==> config.mk <==
export PLATFORM = sky130hd
export DESIGN_NAME = circle
export DESIGN_NICKNAME = d
export VERILOG_FILES = /design/src/rtl/circle.sv
export SDC_FILE = /design/constraint.sdc
export NUM_CORES = 1
export LEC_CHECK = 0
export ABC_AREA = 0
export CAP_MARGIN = 20
export CORE_MARGIN = 2
export CORE_UTILIZATION = 65
export CTS_BUF_LIST = sky130_fd_sc_hd__clkbuf_8
export DETAILED_ROUTE_END_ITERATION = 7
export GPL_ROUTABILITY_DRIVEN = 0
export PLACE_DENSITY = 0.85
export SLEW_MARGIN = 10
export SYNTH_ARGS = -nofsm -noshare
export SYNTH_HDL_FRONTEND = slang
export SYNTH_SLANG_ARGS = --single-unit
==> constraint.sdc <==
create_clock -name clk -period 7 [get_ports clk]
set_input_delay 1.4 -clock clk [delete_from_list [all_inputs] [get_ports clk]]
set_output_delay 1.4 -clock clk [all_outputs]
set_load 0.01 [all_outputs]
==> src/rtl/circle.sv <==
//------------------------------------------------------------------------------
// circle
// Midpoint circle rasteriser: draws one circle into a VGA frame buffer,
// emitting one pixel per cycle in fixed octant order with screen clipping.
// Revision: 1.0
//------------------------------------------------------------------------------
`default_nettype none

module circle #(
   parameter int SCREEN_W = 160,
   parameter int SCREEN_H = 120
) (
   input  logic       clk,
   input  logic       rst,
   input  logic       start,
   input  logic [7:0] centre_x,
   input  logic [6:0] centre_y,
   input  logic [7:0] radius,
   input  logic [2:0] colour,
   output logic       done,
   output logic [7:0] vga_x,
   output logic [6:0] vga_y,
   output logic [2:0] vga_colour,
   output logic       vga_plot
);

   localparam logic [1:0] S_IDLE   = 2'd0;
   localparam logic [1:0] S_PLOT   = 2'd1;
   localparam logic [1:0] S_UPDATE = 2'd2;
   localparam logic [1:0] S_DONE   = 2'd3;

   localparam logic signed [9:0] SCR_W = 10'(SCREEN_W);
   localparam logic signed [9:0] SCR_H = 10'(SCREEN_H);

   logic [1:0]         state_q, state_d;
   logic [2:0]         octant_q, octant_d;
   logic [7:0]         cx_q, cx_d;
   logic [6:0]         cy_q, cy_d;
   logic [2:0]         colour_q, colour_d;
   logic signed [9:0]  ox_q, ox_d;
   logic signed [9:0]  oy_q, oy_d;
   logic signed [11:0] crit_q, crit_d;

   // Centre promoted to signed so negative offsets produce negative points
   logic signed [9:0]  cx_s, cy_s;
   logic signed [9:0]  px, py;
   logic               on_screen;
   logic signed [9:0]  oy_inc, ox_dec, ox_upd;
   logic signed [11:0] oy_inc_w, ox_dec_w, crit_upd;

   assign cx_s     = signed'({2'b00, cx_q});
   assign cy_s     = signed'({3'b000, cy_q});
   assign oy_inc   = oy_q + 10'sd1;
   assign ox_dec   = ox_q - 10'sd1;
   assign oy_inc_w = signed'({{2{oy_inc[9]}}, oy_inc});
   assign ox_dec_w = signed'({{2{ox_dec[9]}}, ox_dec});

   // Select the symmetric point for the current octant slot
   always_comb begin
      px = cx_s;
      py = cy_s;
      case (octant_q)
         3'd0: begin px = cx_s + ox_q; py = cy_s + oy_q; end
         3'd1: begin px = cx_s + oy_q; py = cy_s + ox_q; end
         3'd2: begin px = cx_s - ox_q; py = cy_s + oy_q; end
         3'd3: begin px = cx_s - oy_q; py = cy_s + ox_q; end
         3'd4: begin px = cx_s - ox_q; py = cy_s - oy_q; end
         3'd5: begin px = cx_s - oy_q; py = cy_s - ox_q; end
         3'd6: begin px = cx_s + ox_q; py = cy_s - oy_q; end
         default: begin px = cx_s + oy_q; py = cy_s - ox_q; end
      endcase
   end

   // Clipped slots still take a cycle; only the write strobe is suppressed
   assign on_screen  = !px[9] && !py[9] && (px < SCR_W) && (py < SCR_H);
   assign vga_plot   = (state_q == S_PLOT) && on_screen;
   assign vga_x      = (state_q == S_PLOT) ? px[7:0] : 8'd0;
   assign vga_y      = (state_q == S_PLOT) ? py[6:0] : 7'd0;
   assign vga_colour = colour_q;
   assign done       = (state_q == S_DONE);

   // Midpoint decision step, using the already-incremented offset_y
   always_comb begin
      if (crit_q <= 12'sd0) begin
         ox_upd   = ox_q;
         crit_upd = crit_q + (oy_inc_w <<< 1) + 12'sd1;
      end else begin
         ox_upd   = ox_dec;
         crit_upd = crit_q + ((oy_inc_w - ox_dec_w) <<< 1) + 12'sd1;
      end
   end

   // Next-state and datapath update for the IDLE/PLOT/UPDATE/DONE sequence
   always_comb begin
      state_d  = state_q;
      octant_d = octant_q;
      cx_d     = cx_q;
      cy_d     = cy_q;
      colour_d = colour_q;
      ox_d     = ox_q;
      oy_d     = oy_q;
      crit_d   = crit_q;
      case (state_q)
         S_IDLE: begin
            if (start) begin
               cx_d     = centre_x;
               cy_d     = centre_y;
               colour_d = colour;
               ox_d     = signed'({2'b00, radius});
               oy_d     = 10'sd0;
               crit_d   = 12'sd1 - signed'({4'b0000, radius});
               octant_d = 3'd0;
               state_d  = S_PLOT;
            end
         end
         S_PLOT: begin
            octant_d = octant_q + 3'd1;
            if (octant_q == 3'd7) begin
               state_d = S_UPDATE;
            end
         end
         S_UPDATE: begin
            oy_d    = oy_inc;
            ox_d    = ox_upd;
            crit_d  = crit_upd;
            state_d = (oy_inc <= ox_upd) ? S_PLOT : S_DONE;
         end
         default: begin
            if (!start) begin
               state_d = S_IDLE;
            end
         end
      endcase
   end

   // State registers with synchronous reset
   always_ff @(posedge clk) begin
      if (rst) begin
         state_q  <= S_IDLE;
         octant_q <= 3'd0;
         cx_q     <= 8'd0;
         cy_q     <= 7'd0;
         colour_q <= 3'd0;
         ox_q     <= 10'sd0;
         oy_q     <= 10'sd0;
         crit_q   <= 12'sd0;
      end else begin
         state_q  <= state_d;
         octant_q <= octant_d;
         cx_q     <= cx_d;
         cy_q     <= cy_d;
         colour_q <= colour_d;
         ox_q     <= ox_d;
         oy_q     <= oy_d;
         crit_q   <= crit_d;
      end
   end

endmodule

`default_nettype wire

==> results.md <==
* Worst R2R Start: oy_q[0]
* Post-Synthesis Cells at 840
* Clk buf depth at 2
* Area Overhead vs Synth at 9.35%
* R2R Path End: crit_q[9]
* Clock buffer count from CTS at 5
* Initial DRC count at 835
* Met3 WL at 1.77 mm
* Yosys reg bits at 55
* Crit path max fanout at 22
* Met2 Routed Length at 7.70 mm
* Crit share post-route at 93.6%
* Die Y at 102 um
* Drt first pass iters at 6
* Mapped Area at 6200 um2
* Top post-synthesis cells by count: nor2_1 (115), nand2_1 (82), a21oi_1 (66)
* Slew Limit Fails at 0
* Initial core utilization at 67.1%
* DR vias at 6340
* Rel. slew slack at 30.3%
* Clk root buf: clkbuf_8
* Highest Clock Rate at 0.153 GHz
* CP required at 5600 ps
* Final min period at 6550 ps
* Critical Path Start Type: flip-flop
* Die ar. at 10300 um2
* Largest net degree at the start of global routing at 58
* Cells after DPL at 974
* First-pass GRT wire length at 28.3 mm
* Worst-skew pair later-pin latency at 320 ps
* Post-Syn Nets at 939
* Worst Skew at 12.3 ps
* Reg-to-reg slack, setup at 2410 ps
* Core area at 9240 um2
* Util after Layout at 73.3%
* Worst-Margin Slew at 1040 ps
* Ys flop type: dfxtp_1
* Yosys top cell area share at 17.8%
* Peak VDD IR at 0.000136 V
* Hold-fix buffers, CTS at 0
* Setup TNS at 0 ps
* Clk slew on worst S/H paths at 110 ps
* Max_cap viols at 0
* Setup crit end kind: primary output
* Fin nets at 952
* Share of layout cells above drive strength 1 at 5.39%
* Initial antenna violation count at 1
* Final hold vios at 0
* Hold Startpoint: vga_colour[2]
* Share of the yosys chip area belonging to registers at 17.8%
* Total track usage at 34.1%
* Largest stage delay, worst path at 920 ps
* Synth warnings at 0
* Type of the worst min-delay path: flip-flop to flip-flop
* Grt ovf at 0
* Async set or reset register ratio after synthesis at 0%
* Clk sinks at 55
* Max layer used: met4
* I/O pin cnt at 49
* Die Wd at 102 um
* DRC errors left at 0
* Setup Fix Bufs, Post-CTS at 0
* WHS Endpoint: vga_colour[2]
* Vias per Instance at 6.45
* Worst path cell trace: mux2_2 > a22oi_1 > nand2_1 > o21ai_0 > a22oi_1 > inv_1 > fa_1 > nand2b_1 > a21oi_1 > o211ai_1 > a21boi_0 > nand2_1 > mux2_1 > o32a_2 > nor3_2 > clkdlybuf4s50_1
* Num rows at 35
* Leak pwr at 0.00281 uW
* Non-Filler Instances at 983
* Port-buffer cells at 48
* Worst setup path category: flip-flop to primary output
* Final WL at 17.4 mm
* Post-DR wirelength/cell at 17.7 um
* CP arrival at 5150 ps
* WL met1 at 7.44 mm
* Distinct cells, synth at 70
* Number of flops mapped to enable cells by yosys at 0
* P per Cell Area at 153 nW/um2
* Worst Reg-to-Reg Cells at 18
* Avg Cell Area, Syn at 7.38 um2
* Vias in the first global route at 5810
* CTS tree: done
* RSZ-0062 raised after global routing: no
* H-tree Lvls at 2
* Ranking of synthesized cells by area: dfxtp_1 (18%), ha_1 (13%), nor2_1 (7.0%), xnor2_1 (5.9%), a21oi_1 (5.3%)
* Top-count cell post-synth: nor2_1
* Area leader, netlist: dfxtp_1
* ANT nets after route at 0
* Hold depth at 2
* Final setup fails at 0
* Detailed placement HPWL at 13.0 mm
* Status: complete, no violations
* Critical path's slowest cell: dfxtp_1
* Post_cts resized at 0
-- metrics by stage --
step                      setup WS (ps)  hold WS [ps]  instance area, um2  power [uW]
after floorplan                    2020           436                6200         719
after global placement             1080           442                6670         826
after detailed placement            910           447                6670         842
after CTS                           530           462                6750        1030
after global routing                109           478                6770        1100
final                               451           458                6780        1040
-- final cells by class --
cell class | instances | area (um2)
multi-input combinational | 696 | 4740
fill | 767 | 2460
inverter | 40 | 150
tap | 129 | 161
sequential | 55 | 1100
clock inverter | 2 | 13.8
clock buffer | 5 | 68.8
timing repair buffer | 55 | 541
antenna | 1 | 2.50
-- layout by cell type, fill, tap and decap left out, types with 8 or more instances in the layout --
cell	synthesis	routed
nor2_1	115	115
nand2_1	82	82
nor2b_1	19	19
a31oi_1	11	11
inv_1	38	38
o21ai_0	48	48
nand2b_1	10	10
clkdlybuf4s50_1	0	47
nor3_1	20	20
nand3_1	16	16
xnor2_1	42	42
o21a_1	10	10
xor2_1	31	31
mux2i_1	8	8
a22oi_1	15	15
a21o_1	10	10
a211oi_1	9	9
ha_1	65	65
a21oi_1	66	66
dfxtp_1	55	55
-- critical path: cells and delay by family, from the launching register on --
family	cells	cell delay (ps)
flops	1	920
fa+ha+maj	1	450
compound gates	7	1640
buf+inv	2	670
simple gates	4	460
mux	2	680
-- power breakdown --
group	internal (uW)	switching, uW	leakage, uW
clock network	69.0	113	0.0000440
registers	328	22.2	0.000450
logic	215	287	0.00232
total	612	423	0.00281
-- registers in the layout, summed over array words and instances (netlist names) --
signal      count
cy_q            7
vga_colour      3
oy_q           10
state_q         2
octant_q        3
ox_q           10
cx_q            8
crit_q         12
-- worst max path at each step --
| stage | from | endpoint | slack, ps | cells past startpoint |
|---|---|---|---|---|
| 2_1_floorplan | octant_q[0] | vga_plot | 2020 | 18 |
| 3_3_place_gp | octant_q[2] | vga_plot | 1080 | 16 |
| 3_5_place_dp | octant_q[2] | vga_plot | 910 | 16 |
| 4_1_cts | octant_q[2] | vga_plot | 530 | 16 |
| 5_1_grt | octant_q[2] | vga_plot | 110 | 16 |
| 6_report | octant_q[2] | vga_plot | 450 | 16 |
-- cell families (layout without fill, tap and decap cells) --
group,after synthesis,after routing,synth area share [%]
other cells,0,1,0
mux,11,11,1.84
flops,55,55,17.8
buf+inv,89,102,5.77
fa+ha+maj,70,70,14.7
compound gates,237,237,26.2
simple gates,304,304,23.1
xor+xnor,74,74,10.6
-- routing by layer --
metal | GRT usage [%] | vias to the layer above
met5 | 0 | -
met4 | 10.9 | 0
met3 | 6.76 | 66
met2 | 52.9 | 330
met1 | 47.5 | 2935
li1 | - | 3009
No activity file was read; power rests on OpenSTA's default activity.
